$ cat src/rtl/ks_sum_pipe_if.sv
// ============================================================================
// Module : ks_sum_pipe_if
// Brief  : Operand/result stream bundle for the pipelined Kogge-Stone adder.
// Rev    : 1.0 - initial release
// ============================================================================
`default_nettype none

interface ks_sum_pipe_if #(
    parameter int WIDTH = 16
);
    logic             in_valid;
    logic             in_ready;
    logic [WIDTH-1:0] A;
    logic [WIDTH-1:0] B;
    logic             CIN;
    logic [1:0]       OP;
    logic             out_valid;
    logic             out_ready;
    logic [WIDTH-1:0] S;
    logic             C;
    logic             OVF;

    modport master (
        output in_valid, A, B, CIN, OP, out_ready,
        input  in_ready, out_valid, S, C, OVF
    );

    modport slave (
        input  in_valid, A, B, CIN, OP, out_ready,
        output in_ready, out_valid, S, C, OVF
    );
endinterface

`default_nettype wire

$ cat src/rtl/ks_sum_pipe.sv
// ============================================================================
// Module : ks_sum_pipe
// Brief  : Pipelined Kogge-Stone adder (ADD / INC / SUB) with a valid/ready
//          stream interface; every prefix level is registered.
// Rev    : 1.0 - initial release
// ============================================================================
`default_nettype none

module ks_sum_pipe #(
    parameter int WIDTH = 16
) (
    input  wire logic     clk,
    input  wire logic     rst_n,
    ks_sum_pipe_if.slave  bus
);

    localparam int LEVELS = $clog2(WIDTH);

    localparam logic [1:0] c_OP_INC = 2'b01;
    localparam logic [1:0] c_OP_SUB = 2'b10;

    logic                           w_stall;
    logic [WIDTH-1:0]               w_b_eff;
    logic                           w_cin_eff;
    logic [WIDTH-1:0]               w_p0;

    // Index 0 of the next-state arrays is the input stage; index k is the
    // output of prefix level k. The last level's group-propagate is never
    // consumed, so P is only kept up to level LEVELS-1.
    logic [LEVELS:0][WIDTH-1:0]     w_g_nxt;
    logic [LEVELS-1:0][WIDTH-1:0]   w_p_nxt;

    logic [LEVELS:0]                r_valid;
    logic [LEVELS:0][WIDTH-1:0]     r_g;
    logic [LEVELS-1:0][WIDTH-1:0]   r_p;
    logic [LEVELS:0][WIDTH-1:0]     r_po;
    logic [LEVELS:0]                r_cin;

    // The whole pipe advances or holds as one unit, so ready only depends
    // on the last stage and the consumer.
    assign w_stall      = r_valid[LEVELS] & ~bus.out_ready;
    assign bus.in_ready = ~w_stall;

    assign w_b_eff   = (bus.OP == c_OP_SUB) ? ~bus.B : bus.B;
    assign w_cin_eff = (bus.OP == c_OP_INC || bus.OP == c_OP_SUB) ? 1'b1 : bus.CIN;
    assign w_p0      = bus.A ^ w_b_eff;

    // Carry-in enters as a generate at position -1, folded into bit 0.
    assign w_g_nxt[0] = (bus.A & w_b_eff) | {{(WIDTH-1){1'b0}}, w_p0[0] & w_cin_eff};
    assign w_p_nxt[0] = w_p0;

    for (genvar k = 1; k <= LEVELS; k++) begin : g_level
        localparam int DIST = 1 << (k - 1);
        for (genvar i = 0; i < WIDTH; i++) begin : g_bit
            if (i >= DIST) begin : g_merge
                assign w_g_nxt[k][i] = r_g[k-1][i] | (r_p[k-1][i] & r_g[k-1][i-DIST]);
                if (k < LEVELS) begin : g_prop
                    assign w_p_nxt[k][i] = r_p[k-1][i] & r_p[k-1][i-DIST];
                end
            end else begin : g_pass
                assign w_g_nxt[k][i] = r_g[k-1][i];
                if (k < LEVELS) begin : g_prop
                    assign w_p_nxt[k][i] = r_p[k-1][i];
                end
            end
        end
    end

    always_ff @(posedge clk or negedge rst_n) begin
        if (!rst_n) begin
            r_valid <= '0;
            r_g     <= '0;
            r_p     <= '0;
            r_po    <= '0;
            r_cin   <= '0;
        end else if (!w_stall) begin
            r_valid <= {r_valid[LEVELS-1:0], bus.in_valid};
            r_po    <= {r_po[LEVELS-1:0], w_p0};
            r_cin   <= {r_cin[LEVELS-1:0], w_cin_eff};
            for (int k = 0; k <= LEVELS; k++) begin
                r_g[k] <= w_g_nxt[k];
            end
            for (int k = 0; k < LEVELS; k++) begin
                r_p[k] <= w_p_nxt[k];
            end
        end
    end

    // After the last level r_g[i] is the carry out of bit i.
    assign bus.out_valid = r_valid[LEVELS];
    assign bus.S         = r_po[LEVELS] ^ {r_g[LEVELS][WIDTH-2:0], r_cin[LEVELS]};
    assign bus.C         = r_g[LEVELS][WIDTH-1];
    assign bus.OVF       = r_g[LEVELS][WIDTH-1] ^ r_g[LEVELS][WIDTH-2];

endmodule

`default_nettype wire

$ cat src/flat_wrapper.sv
// flat-port wrapper written by rule: the top's interface ports become plain ports
module ks_sum_pipe_flat 
#(
    parameter int WIDTH = 16
)
  (clk, rst_n, bus_in_valid, bus_A, bus_B, bus_CIN, bus_OP, bus_out_ready, bus_in_ready, bus_out_valid, bus_S, bus_C, bus_OVF);
  ks_sum_pipe_if #(.WIDTH(WIDTH)) bus_i ();
  input  wire logic clk;
  input  wire logic rst_n;
  input wire logic [$bits(bus_i.in_valid)-1:0] bus_in_valid;
  input wire logic [$bits(bus_i.A)-1:0] bus_A;
  input wire logic [$bits(bus_i.B)-1:0] bus_B;
  input wire logic [$bits(bus_i.CIN)-1:0] bus_CIN;
  input wire logic [$bits(bus_i.OP)-1:0] bus_OP;
  input wire logic [$bits(bus_i.out_ready)-1:0] bus_out_ready;
  output wire logic [$bits(bus_i.in_ready)-1:0] bus_in_ready;
  output wire logic [$bits(bus_i.out_valid)-1:0] bus_out_valid;
  output wire logic [$bits(bus_i.S)-1:0] bus_S;
  output wire logic [$bits(bus_i.C)-1:0] bus_C;
  output wire logic [$bits(bus_i.OVF)-1:0] bus_OVF;
  assign bus_i.in_valid = bus_in_valid;
  assign bus_i.A = bus_A;
  assign bus_i.B = bus_B;
  assign bus_i.CIN = bus_CIN;
  assign bus_i.OP = bus_OP;
  assign bus_i.out_ready = bus_out_ready;
  assign bus_in_ready = bus_i.in_ready;
  assign bus_out_valid = bus_i.out_valid;
  assign bus_S = bus_i.S;
  assign bus_C = bus_i.C;
  assign bus_OVF = bus_i.OVF;
  ks_sum_pipe #(.WIDTH(WIDTH)) u_core (.clk(clk), .rst_n(rst_n), .bus(bus_i));
endmodule
$ cat config.mk
export PLATFORM = sky130hd
export DESIGN_NAME = ks_sum_pipe_flat
export DESIGN_NICKNAME = d
export VERILOG_FILES = /design/src/rtl/ks_sum_pipe_if.sv /design/src/rtl/ks_sum_pipe.sv /design/src/flat_wrapper.sv
export SDC_FILE = /design/constraint.sdc
export NUM_CORES = 1
export LEC_CHECK = 0
export ABC_CLOCK_PERIOD_IN_PS = 1150
export BUFFER_PORTS_ARGS = -buffer_cell sky130_fd_sc_hd__buf_2
export CELL_PAD_IN_SITES_DETAIL_PLACEMENT = 1
export CELL_PAD_IN_SITES_GLOBAL_PLACEMENT = 1
export CORE_ASPECT_RATIO = 0.7
export CORE_MARGIN = 2
export CORE_UTILIZATION = 42
export CTS_CLUSTER_SIZE = 25
export DETAILED_ROUTE_END_ITERATION = 16
export PLACE_DENSITY_LB_ADDON = 0.1
export SYNTH_ARGS = -nofsm -noshare
export SYNTH_HDL_FRONTEND = slang
export SYNTH_SLANG_ARGS = --single-unit
$ cat constraint.sdc
create_clock -name clk -period 1.15 [get_ports clk]
set_input_delay 0.23 -clock clk [delete_from_list [all_inputs] [get_ports clk]]
set_output_delay 0.23 -clock clk [all_outputs]
set_load 0.1 [all_outputs]
==> summary.txt, run 1 <==
Outcome
  • Status: finished, violations left
  • Violated checks: negative setup slack

Clocking
  • Num Clock Sinks: between 200 and 250
  • Num CTS Buffers: 22
  • Clock Path Buffers: 3
  • CTS tree: built
  • Clk slew on worst S/H paths: about 0.06 ns
  • CTS Root Cell: clkbuf_16
  • CTS HTree Levels: 1
  • Worst-Skew Late Latency: approximately 0.50 ns

Global routing
  • Grt total ovfl: 0
  • Antenna violations before repair: 0
  • First-pass GRT wire length: about 41000 um
  • Number of global-route vias before repair: ~7500
  • Tot GR Track Use: 0.2494
  • Largest net degree at the start of global routing: 52

Route
  • Drt first pass iters: 5
  • Avg Vias per Cell: around 5
  • Avg WL per Cell: around 20 um
  • Via count: 6709
  • DRC: 0
  • Iteration-0 DRC Markers: 481
  • Final ANT Viol Nets: 0
  • Post-Route WL: ~26000 um

Worst setup path
  • Worst r2r path cells: 8
  • Worst EP arrival: around 1.5 ns
  • CP cell instances: nor2b_4 > inv_4 > buf_12 > buf_12
  • CP Capture Type: primary output
  • Setup crit start: u_core.r_valid[4]
  • CP endpoint: bus_in_ready
  • CP peak stage delay: ~0.48 ns
  • Cell class contributing the biggest share of worst-path delay: flip-flops
  • Most common cell on crit path: buf_12
  • R2R Setup Slk: -0.40 ns
  • Crit Path Class: reg -> out
  • Critical Path RT: between 0.9 and 1 ns
  • CP max-delay cell: dfrtp_4
  • CP Launch Type: flip-flop
  • Buf/Inv on CP: 3
  • WP depth: 4
  • Crit Path Max Fanout: 2
  • FF-to-FF End: u_core.r_p[58]
  • Reg-to-reg startpoint: u_core.r_valid[4]

STA
  • Final worst slack: -0.5486 ns
  • Final hold viol count: 0
  • Slew Limit Fails: 0
  • Finish-stage setup viols: around 220
  • Tcrit/Tclk final: 1.477
  • Final Skew: between 0.007 and 0.008 ns
  • Worst Tran Pin Value: 0.3196 ns
  • Tmin final: approximately 1.7 ns
  • Max Clock Freq: just under 0.6 GHz
  • Unrepaired setup endpoints after global routing: true
  • Slew HR: 0.7869

Job
  • Maximum capacitance violations: 0

Yosys
  • Async SR Flop Fraction: 1.000
  • Yosys warns: 0
  • EDFF count, synth: 0
  • Top_reg_cell synth: dfrtp_1
  • Syn_area_per_cell: 9.253 um^2
  • Most instantiated library cell after synthesis: nand2_1
  • Synth cell count leaders: nand2_1 (471), dfrtp_1 (204), a21oi_1 (50), o21ai_0 (49), nand3_1 (34)
  • Cell count after synthesis: roughly 920
  • Cell taking the most area after synthesis: dfrtp_1
  • Sequential area share after synthesis: 0.6029
  • Syn Nets: 971
  • Top cell type's share of synthesized area: 0.6029
  • Yosys reg bits: about 200
  • Netlist cell types: 18
  • Synthesized area: 8467 um^2
  • Top cells by area, synth: dfrtp_1 (60%), nand2_1 (21%), xor2_1 (3.4%)

Power
  • Logic pwr share: 0.449
  • Switching pwr: between 15 and 20 mW
  • Total Power: 37.17 mW
  • Clock share of power: 0.190
  • Pwr dens: 3154 nW/um^2
  • Max VDD drop: ~0.0012 V
  • P_leak: ~6 nW
  • Pint: 21.47 mW
  • Switching part of the total power: 0.4225
  • Sequential Power Share: 0.362

Final layout
  • Antenna cells: 0
  • Fin util: 0.5952
  • Final std cells w/o fill: around 1300
  • Area Growth Syn to Fin: 39.19%
  • Share of layout cells above drive strength 1: 0.2720
  • # fillers: around 2200
  • Fin area: roughly 12000 um^2
  • Nets: 1075

Floorplanning
  • Die Ht: between 100 and 150 um
  • Die area: about 21000 um^2
  • Starting Density: 0.4276
  • # IOs: 59
  • FP Rows: 43
  • Core area: between 15000 and 20000 um^2
  • Die W: around 170 um

Placed design
  • Placed cells: approximately 1200
  • Placed instance area: 9871 um^2
  • Number of port buffers: 58
  • Routability cong.: between 0.7 and 0.8
  • Final HPWL DP: 14880 um

Hold path
  • Worst Hold Class: in -> reg
-- flip-flops by register name (all words and copies together) (netlist names) --
name and count:
u_core.r_g 79, u_core.r_po 64, u_core.r_p 50, u_core.r_cin 5
u_core.r_valid 5, u_core.bus.C 1
-- what timing repair did --
action	4_1_cts	5_1_grt
cloned	22	0
buffers inserted	14	4
pin swaps	20	3
endpoints found under the hold margin	205	0
gates resized for setup	141	9
hold buffers	2	0
endpoints found under the setup margin	223	224
-- metrics by stage --
step / hold slack, ns / setup slack [ns] / setup TNS (ns)
2_1_floorplan: -0.06559 / -0.3780 / -57.23
3_3_place_gp: 0.1319 / -0.2523 / -18.25
3_5_place_dp: 0.1378 / -0.3511 / -24.50
4_1_cts: 0.04627 / -0.5410 / -64.47
5_1_grt: 0.06896 / -0.5799 / -75.72
6_report: 0.05121 / -0.5486 / -66.21
-- power by group through the flow --
| stage | Clock, mW | Combinational, mW | Sequential (mW) |
|---|---|---|---|
| floorplan | 0 | 9.17 | 12.4 |
| global placement | 0 | 13.5 | 12.9 |
| detailed placement | 0 | 13.8 | 13.1 |
| CTS | 7.12 | 16.6 | 13.3 |
| global route | 7.47 | 17.7 | 13.8 |
| finish | 7.04 | 16.7 | 13.4 |
-- tightest hold or removal path, cell delays in order --
cell     delay, ns
buf_2         0.08
ha_1          0.12
nand2_1       0.05
nand2_1       0.05
-- final cells by class --
type | instances | area (um^2) | share of cell area
Clock buffer | 35 | 700.7 | 0.05945
Clock inverter | 3 | 18.77 | 0.001593
Inverter | 2 | 10.01 | 0.0008493
Multi-Input combinational cell | 662 | 3602 | 0.3057
Sequential cell | 204 | 5147 | 0.4368
Tap cell | 270 | 337.8 | 0.02867
Timing Repair Buffer | 127 | 1968 | 0.1670
-- worst min-delay path by stage --
stage,start,to,slack [ns],cells after the start
detailed placement,rst_n,u_core.r_cin[1],0.14,1
global route,bus_A[3],u_core.r_p[3],0.07,4
finish,bus_A[2],u_core.r_p[2],0.05,4
global placement,rst_n,u_core.r_cin[1],0.13,1
CTS,bus_A[3],u_core.r_p[3],0.05,4
floorplan,rst_n,u_core.r_cin[0],-0.07,0
-- cell usage in the layout (no fill, tap or decap), types with 16 or more instances in the layout --
cell type / n
buf_16: 17
dfrtp_2: 28
xor2_1: 16
buf_12: 42
buf_2: 37
dfrtp_1: 174
o21ai_1: 25
nand2_2: 39
ha_1: 17
o21ai_0: 20
nand3_2: 17
xor2_4: 17
clkbuf_16: 23
nand2_1: 426
a21oi_1: 50
-- routing by layer --
metal  share of wire  up-vias  track usage
met4           0.025        0      0.07248
met2            0.49      177       0.4243
met3           0.043       51      0.03470
met5               0        -            0
met1            0.45     3369       0.3385
li1                -     3112            -
-- cells by family after synthesis --
group	after synthesis	share of synthesized area
AOI/OAI and AO/OA	100	0.05955
buffers and inverters	49	0.04448
adders and majority gates	17	0.02512
xor gates and xnor gates	33	0.03414
DFF	204	0.6029
and+or+nand+nor	512	0.2338
No activity file was read; power rests on OpenSTA's default activity.
==> run 2, diff against run 1 <==
- ABC_CLOCK_PERIOD_IN_PS: 1150 -> 1750
- CORE_UTILIZATION: 42 -> 46
- REMOVE_ABC_BUFFERS: not set -> 1
- clock period: 1.15 -> 1.75 ns (I/O delays scaled with it)
==> run 2 against run 1 <==
Against the previous run:
- die area decreased by 8.5%
- routed wire length fell by 21%
- worst setup slack improved by 0.58 ns
- the flow now finishes without violations
- first-iteration DRC count is 1.7% lower
- core utilization down 4.3 points
- sequential power shrank 39%
- register-to-register slack gained 0.70 ns
- count of clock-buffer cells in the layout is 6 lower
- total power decreased by 44%
- final cell count fell by 6.7%
- flip-flop and latch count is the same
==> summary.txt, run 2 (synthesized netlist as in run 1, its figures left out) <==
Final layout
  • Area Growth Syn to Fin: 17.45% (was 39.19%)
  • Commonest non-fill, non-tap cell in the layout: nand2_1 (unchanged)
  • Most frequent cells in the layout: nand2_1 (471), dfrtp_1 (204), a21oi_1 (50) (was nand2_1 (426), dfrtp_1 (174), a21oi_1 (50))
  • Nets: 1025 (was 1075)
  • Final std cells w/o fill: 1216 (was 1303)
  • Largest register FFs: 79 (unchanged)
  • Fin area: 9945 um^2 (was 11790 um^2)
  • Share of layout cells above drive strength 1: 0.1194 (was 0.2720)
  • # fillers: 2062 (was 2183)
  • Reg with most FFs: u_core.r_g (unchanged)
  • Antenna cells: 0 (unchanged)
  • Biggest regs: u_core.r_g (79), u_core.r_po (64), u_core.r_p (50) (unchanged)

Placed design
  • Placed instance area: 9138 um^2 (was 9871 um^2)
  • Final HPWL DP: 13170 um (was 14880 um)
  • Routability cong.: 0.7757 (was 0.7631)
  • Placed cells: 1181 (was 1226)
  • Number of port buffers: 58 (unchanged)

Floorplanning
  • FP Rows: 41 (was 43)
  • Die Ht: 117.5 um (was 122.8 um)
  • Die W: 166.2 um (was 173.7 um)
  • Starting Density: 0.4702 (was 0.4276)
  • Core area: 18010 um^2 (was 19800 um^2)
  • # IOs: 59 (unchanged)
  • Die area: 19520 um^2 (was 21330 um^2)

Route
  • Drt first pass iters: 4 (was 5)
  • Final ANT Viol Nets: 0 (unchanged)
  • Via count: 6235 (was 6709)
  • Avg Vias per Cell: 5.127 (was 5.149)
  • Post-Route WL: 20100 um (was 25500 um)
  • DRC: 0 (unchanged)
  • Avg WL per Cell: 16.53 um (was 19.57 um)
  • Iteration-0 DRC Markers: 473 (was 481)

STA
  • Finish-stage setup viols: 0 (was 224)
  • Fin Hold WS: 0.05771 ns (was 0.05121 ns)
  • Tmin final: approximately 1.7 ns
  • Worst Tran Pin Value: 0.4985 ns (was 0.3196 ns)
  • Tcrit/Tclk final: 0.9801
  • Unrepaired setup endpoints after global routing: true (unchanged)
  • Final hold viol count: 0 (unchanged)
  • Max Clock Freq: 0.5831 GHz
  • Slew HR: 0.6699 (was 0.7869)
  • Slew Limit Fails: 0 (unchanged)
  • Final Skew: 0.005606 ns (was 0.007033 ns)
  • Total negative slack: 0 ns (was -66.21 ns)

Clocking
  • Num Clock Sinks: 204 (unchanged)
  • CTS Root Cell: clkbuf_16 (unchanged)
  • Clock Path Buffers: 3 (unchanged)
  • CTS tree: built (unchanged)
  • Num CTS Buffers: 20 (was 22)
  • Clk slew on worst S/H paths: 0.06 ns (about the same)
  • Worst-Skew Late Latency: 0.49 ns (was 0.50 ns)
  • CTS HTree Levels: 1 (unchanged)

Worst setup path
  • Crit Path Class: reg -> out (unchanged)
  • Worst EP arrival: 1.37 ns (was 1.47 ns)
  • Crit Path Max Fanout: 3 (was 2)
  • CP Launch Type: flip-flop (unchanged)
  • Critical Path RT: 1.40 ns (was 0.92 ns)
  • CP Capture Type: primary output (unchanged)

Power
  • Max VDD drop: 0.001604 V (was 0.001156 V)
  • P_leak: 5.181 nW (was 5.827 nW)
  • Total Power: 20.64 mW (was 37.17 mW)
  • Pwr dens: 2075 nW/um^2 (was 3154 nW/um^2)

Global routing
  • Grt total ovfl: 0 (unchanged)
  • GR peak layer: met2 (unchanged)
  • Number of global-route vias before repair: 6697 (was 7504)
  • GR Util met2: 0.3462 (was 0.4243)
  • Largest net degree at the start of global routing: 93 (was 52)
  • Met1 usage: 0.3085 (was 0.3385)
  • Tot GR Track Use: 0.2130 (was 0.2494)
  • Antenna violations before repair: 0 (unchanged)
  • Grt met3 use: 0.03194 (was 0.03470)
  • First-pass GRT wire length: 34020 um (was 41440 um)

Hold path
  • Worst Hold Class: in -> reg (unchanged)

Outcome
  • Status: completed (was finished, violations left)

Job
  • Maximum capacitance violations: 0 (unchanged)
[run 2: changes by cell type in the layout (fill, tap and decap cells not counted), sizes merged]
cell         change
bufinv           +3
buf             -39
dlygate4sd3      -1
inv              -1
clkinv           -1
bufbuf           -8
clkbuf           -6
[run 2: through the flow]
step                  util  worst slack, ns
floorplan                -           -3.894
CTS                 0.5492         0.006699
finish              0.5523          0.03490
global route        0.5523         -0.03025
global placement    0.5075           0.1815
detailed placement  0.5075           0.1202
[run 2: routing by layer]
metal,share of wire,routed length (um)
met4,0.013,255
met5,0,0
met1,0.48,9719
met3,0.038,764
met2,0.47,9363
[run 2: power breakdown]
part / leakage (nW) / switching (mW) / internal, mW
clock: 0.333 / 1.76 / 2.75
combinational: 2.27 / 5.42 / 2.49
sequential: 2.58 / 1.61 / 6.60
total: 5.18 / 8.80 / 11.8
[run 2: path summary, 6_finish.rpt]
| check | start | end | slack (ns) | depth (start not counted) |
|---|---|---|---|---|
| min in group asynchronous | rst_n | u_core.r_cin[1] | 0.38 | 2 |
| setup / recovery | u_core.r_g[78] | bus_OVF | 0.03 | 2 |
| hold reg to reg | u_core.r_po[53] | u_core.r_po[53] | 0.46 | 2 |
| hold / removal | bus_in_valid | u_core.r_valid[0] | 0.06 | 3 |
| setup reg to reg | u_core.r_valid[4] | u_core.r_g[64] | 0.30 | 6 |
| max in group asynchronous | rst_n | u_core.r_po[50] | 0.71 | 3 |
[run 2: timing repair]
action,4_1_cts,5_1_grt
pin swaps,1,1
endpoints found under the hold margin,39,0
setup endpoints to repair,10,12
setup buffers,1,0
resized for setup,15,9
hold buffers,1,0
[run 2: cell type report]
| class | instances | area (um^2) | area share |
|---|---|---|---|
| clock inverter | 4 | 95.09 | 0.009562 |
| timing repair buffer | 79 | 805.8 | 0.08103 |
| inverter | 2 | 12.51 | 0.001258 |
| tap | 236 | 295.3 | 0.02969 |
| clock buffer | 29 | 585.6 | 0.05888 |
| sequential | 204 | 5105 | 0.5133 |
| multi-input combinational | 662 | 3045 | 0.3062 |
[run 2: worst max-delay path, stage by stage, from the launching register on]
cell	delay, ns
dfrtp_1	0.41
xor2_1	0.20
buf_6	0.25
==> run 3, diff against run 2 <==
- CORE_ASPECT_RATIO: 0.7 -> 0.9
- CORE_UTILIZATION: 46 -> 48
- CTS_BUF_LIST: not set -> sky130_fd_sc_hd__clkbuf_8
- SETUP_SLACK_MARGIN: not set -> 0.15
==> run 3 against run 2 <==
Against the previous run:
- clock power fell by 9.1%
- sequential share of layout area rose by 0.12 points
- core utilization rose by 1.7 points
- final cell count rose by 3.0%
- critical endpoint is now bus_S[15]
- largest cell class unchanged
- largest power group unchanged
==> summary.txt, run 3 (synthesized netlist as in run 1, its figures left out) <==
STA
  • Total negative slack: 0 ns (unchanged)
  • Worst Tran Pin Value: 0.3992 ns (was 0.4985 ns)
  • Final worst slack: 0.004465 ns (was 0.03490 ns)
  • Final hold viol count: 0 (unchanged)
  • Slew HR: 0.7338 (was 0.6699)
  • Finish-stage setup viols: 0 (unchanged)
  • Unrepaired setup endpoints after global routing: true (unchanged)
  • Tmin final: 1.746 ns (was 1.715 ns)
  • Slew Limit Fails: 0 (unchanged)
  • Max Clock Freq: 0.5729 GHz (was 0.5831 GHz)
  • Tcrit/Tclk final: 0.9974 (was 0.9801)
  • Final Skew: 0.01723 ns (was 0.005606 ns)

Clocking
  • Clk slew on worst S/H paths: 0.07 ns (was 0.06 ns)
  • Num Clock Sinks: 204 (unchanged)
  • CTS tree: built (unchanged)
  • Clock Path Buffers: 3 (unchanged)
  • CTS HTree Levels: 2 (was 1)
  • CTS Root Cell: clkbuf_8 (was clkbuf_16)
  • Worst-Skew Late Latency: 0.52 ns (was 0.49 ns)
  • Num CTS Buffers: 36 (was 20)

Global routing
  • Largest net degree at the start of global routing: 122 (was 93)
  • Antenna violations before repair: 0 (unchanged)
  • First-pass GRT wire length: 32750 um (was 34020 um)
  • Number of global-route vias before repair: 6648 (was 6697)
  • Grt total ovfl: 0 (unchanged)
  • Tot GR Track Use: 0.2190 (was 0.2130)

Route
  • DRC: 0 (unchanged)
  • Final ANT Viol Nets: 0 (unchanged)
  • Post-Route WL: 19860 um (was 20100 um)
  • Avg WL per Cell: 15.85 um (was 16.53 um)
  • Drt first pass iters: 4 (unchanged)
  • Avg Vias per Cell: 5.047 (was 5.127)
  • Via count: 6324 (was 6235)
  • Iteration-0 DRC Markers: 278 (was 473)

Final layout
  • Area Growth Syn to Fin: 17.19% (was 17.45%)
  • Antenna cells: 0 (unchanged)
  • Biggest regs: u_core.r_g (79), u_core.r_po (64), u_core.r_p (50) (unchanged)
  • Nets: 1047 (was 1025)
  • Most frequent cells in the layout: nand2_1 (471), dfrtp_1 (204), a21oi_1 (50) (unchanged)
  • Largest register FFs: 79 (unchanged)
  • Multi-input logic area: 3023 um^2 (was 3045 um^2)
  • Reg with most FFs: u_core.r_g (unchanged)
  • FF+latch area: 5105 um^2 (unchanged)
  • Commonest non-fill, non-tap cell in the layout: nand2_1 (unchanged)
  • # fillers: 2031 (was 2062)
  • Fin area: 9922 um^2 (was 9945 um^2)
  • Share of layout cells above drive strength 1: 0.1392 (was 0.1194)

Placed design
  • Final HPWL DP: 12510 um (was 13170 um)
  • Post-Place Worst Slack: 0.08492 ns (was 0.1202 ns)
  • Placed instance area: 9007 um^2 (was 9138 um^2)
  • Number of port buffers: 58 (unchanged)
  • Routability cong.: 0.7720 (was 0.7757)

Worst setup path
  • CP Capture Type: primary output (unchanged)
  • Cell class contributing the biggest share of worst-path delay: flip-flops (unchanged)
  • CP max-delay cell: dfrtp_1 (unchanged)
  • CP Launch Type: flip-flop (unchanged)
  • Critical Path RT: 1.40 ns (about the same)
  • CP cell instances: xor2_2 > buf_12 (was xor2_1 > buf_6)
  • Worst EP arrival: 1.40 ns (was 1.37 ns)
  • Crit Path Max Fanout: 2 (was 3)
  • CP peak stage delay: 0.42 ns (was 0.41 ns)
  • Crit Path Class: reg -> out (unchanged)
  • Buf/Inv on CP: 1 (unchanged)

Power
  • Switching pwr: 8.837 mW (was 8.795 mW)
  • Switching part of the total power: 0.4402 (was 0.4261)
  • Pwr dens: 2023 nW/um^2 (was 2075 nW/um^2)
  • Clock share of power: 0.205 (was 0.219)
  • Max VDD drop: 0.001423 V (was 0.001604 V)
  • Pint: 11.24 mW (was 11.84 mW)
  • Sequential Power Share: 0.408 (was 0.398)
  • P_leak: 5.248 nW (was 5.181 nW)
  • Logic pwr share: 0.388 (was 0.383)

Floorplanning
  • Die area: 18720 um^2 (was 19520 um^2)
  • Die Ht: 130.0 um (was 117.5 um)
  • Core area: 17440 um^2 (was 18010 um^2)
  • FP Rows: 46 (was 41)
  • # IOs: 59 (unchanged)
  • Starting Density: 0.4855 (was 0.4702)
  • Die W: 144.0 um (was 166.2 um)

Outcome
  • Status: completed (unchanged)

Job
  • Maximum capacitance violations: 0 (unchanged)

Hold path
  • Worst Hold Class: in -> reg (unchanged)
## run 3: final timing paths
check                                  start                 to  slack, ns  cells past startpoint
max                          u_core.r_po[79]          bus_S[15]      0.004                      2
min                             bus_in_valid  u_core.r_valid[0]       0.04                      3
max reg2reg                u_core.r_valid[4]     u_core.r_g[62]       0.25                      6
min reg2reg                   u_core.r_p[60]     u_core.r_p[60]       0.47                      2
max in group asynchronous              rst_n    u_core.r_po[40]       0.79                      3
min in group asynchronous              rst_n     u_core.r_g[64]       0.36                      2
## run 3: layout make-up
class                           count  area share
Sequential cell                   204      0.5145
Multi-Input combinational cell    662      0.3047
Timing Repair Buffer               85     0.08222
Clock buffer                       43     0.05965
Tap cell                          240     0.03026
Clock inverter                     17    0.007692
Inverter                            2    0.001009
## run 3: tightest hold or removal path: cells and delay by family
| family | cells | cell delay, ns |
|---|---|---|
| buffers and inverters | 1 | 0.08 |
| and+or+nand+nor | 2 | 0.09 |
## run 3: layer usage
metal,global-route usage,share of wire,vias up
li1,-,-,3046
met1,0.2981,0.47,3141
met2,0.3605,0.47,100
met3,0.04183,0.032,37
met4,0.06690,0.021,0
met5,0,0,-
## run 3: power by group through the flow
| stage | Sequential (mW) | Clock, mW | Combinational (mW) |
|---|---|---|---|
| after detailed placement | 8.21 | 0 | 7.15 |
| after CTS | 8.16 | 4.24 | 7.70 |
| after floorplan | 7.80 | 0 | 4.92 |
| after global routing | 8.42 | 4.46 | 8.48 |
| after global placement | 8.05 | 0 | 6.92 |
| final | 8.18 | 4.11 | 7.79 |
## run 3: per-stage QoR
stage	hold slack [ns]	cells	utilization	power [mW]
final	0.04390	1253	0.5689	20.08
after floorplan	0.05441	868	-	12.72
after global placement	0.3082	1182	0.5165	14.97
after global routing	0.03700	1253	0.5689	21.35
after detailed placement	0.3188	1182	0.5165	15.36
after CTS	0.01909	1250	0.5651	20.10
## run 3: what timing repair did
item | CTS | global route
hold buffers | 1 | 0
hold endpoints to repair | 32 | 0
resized for setup | 32 | 5
pin swaps | 13 | 7
cloned | 0 | 1
setup endpoints to repair | 20 | 23
setup buffers | 7 | 2
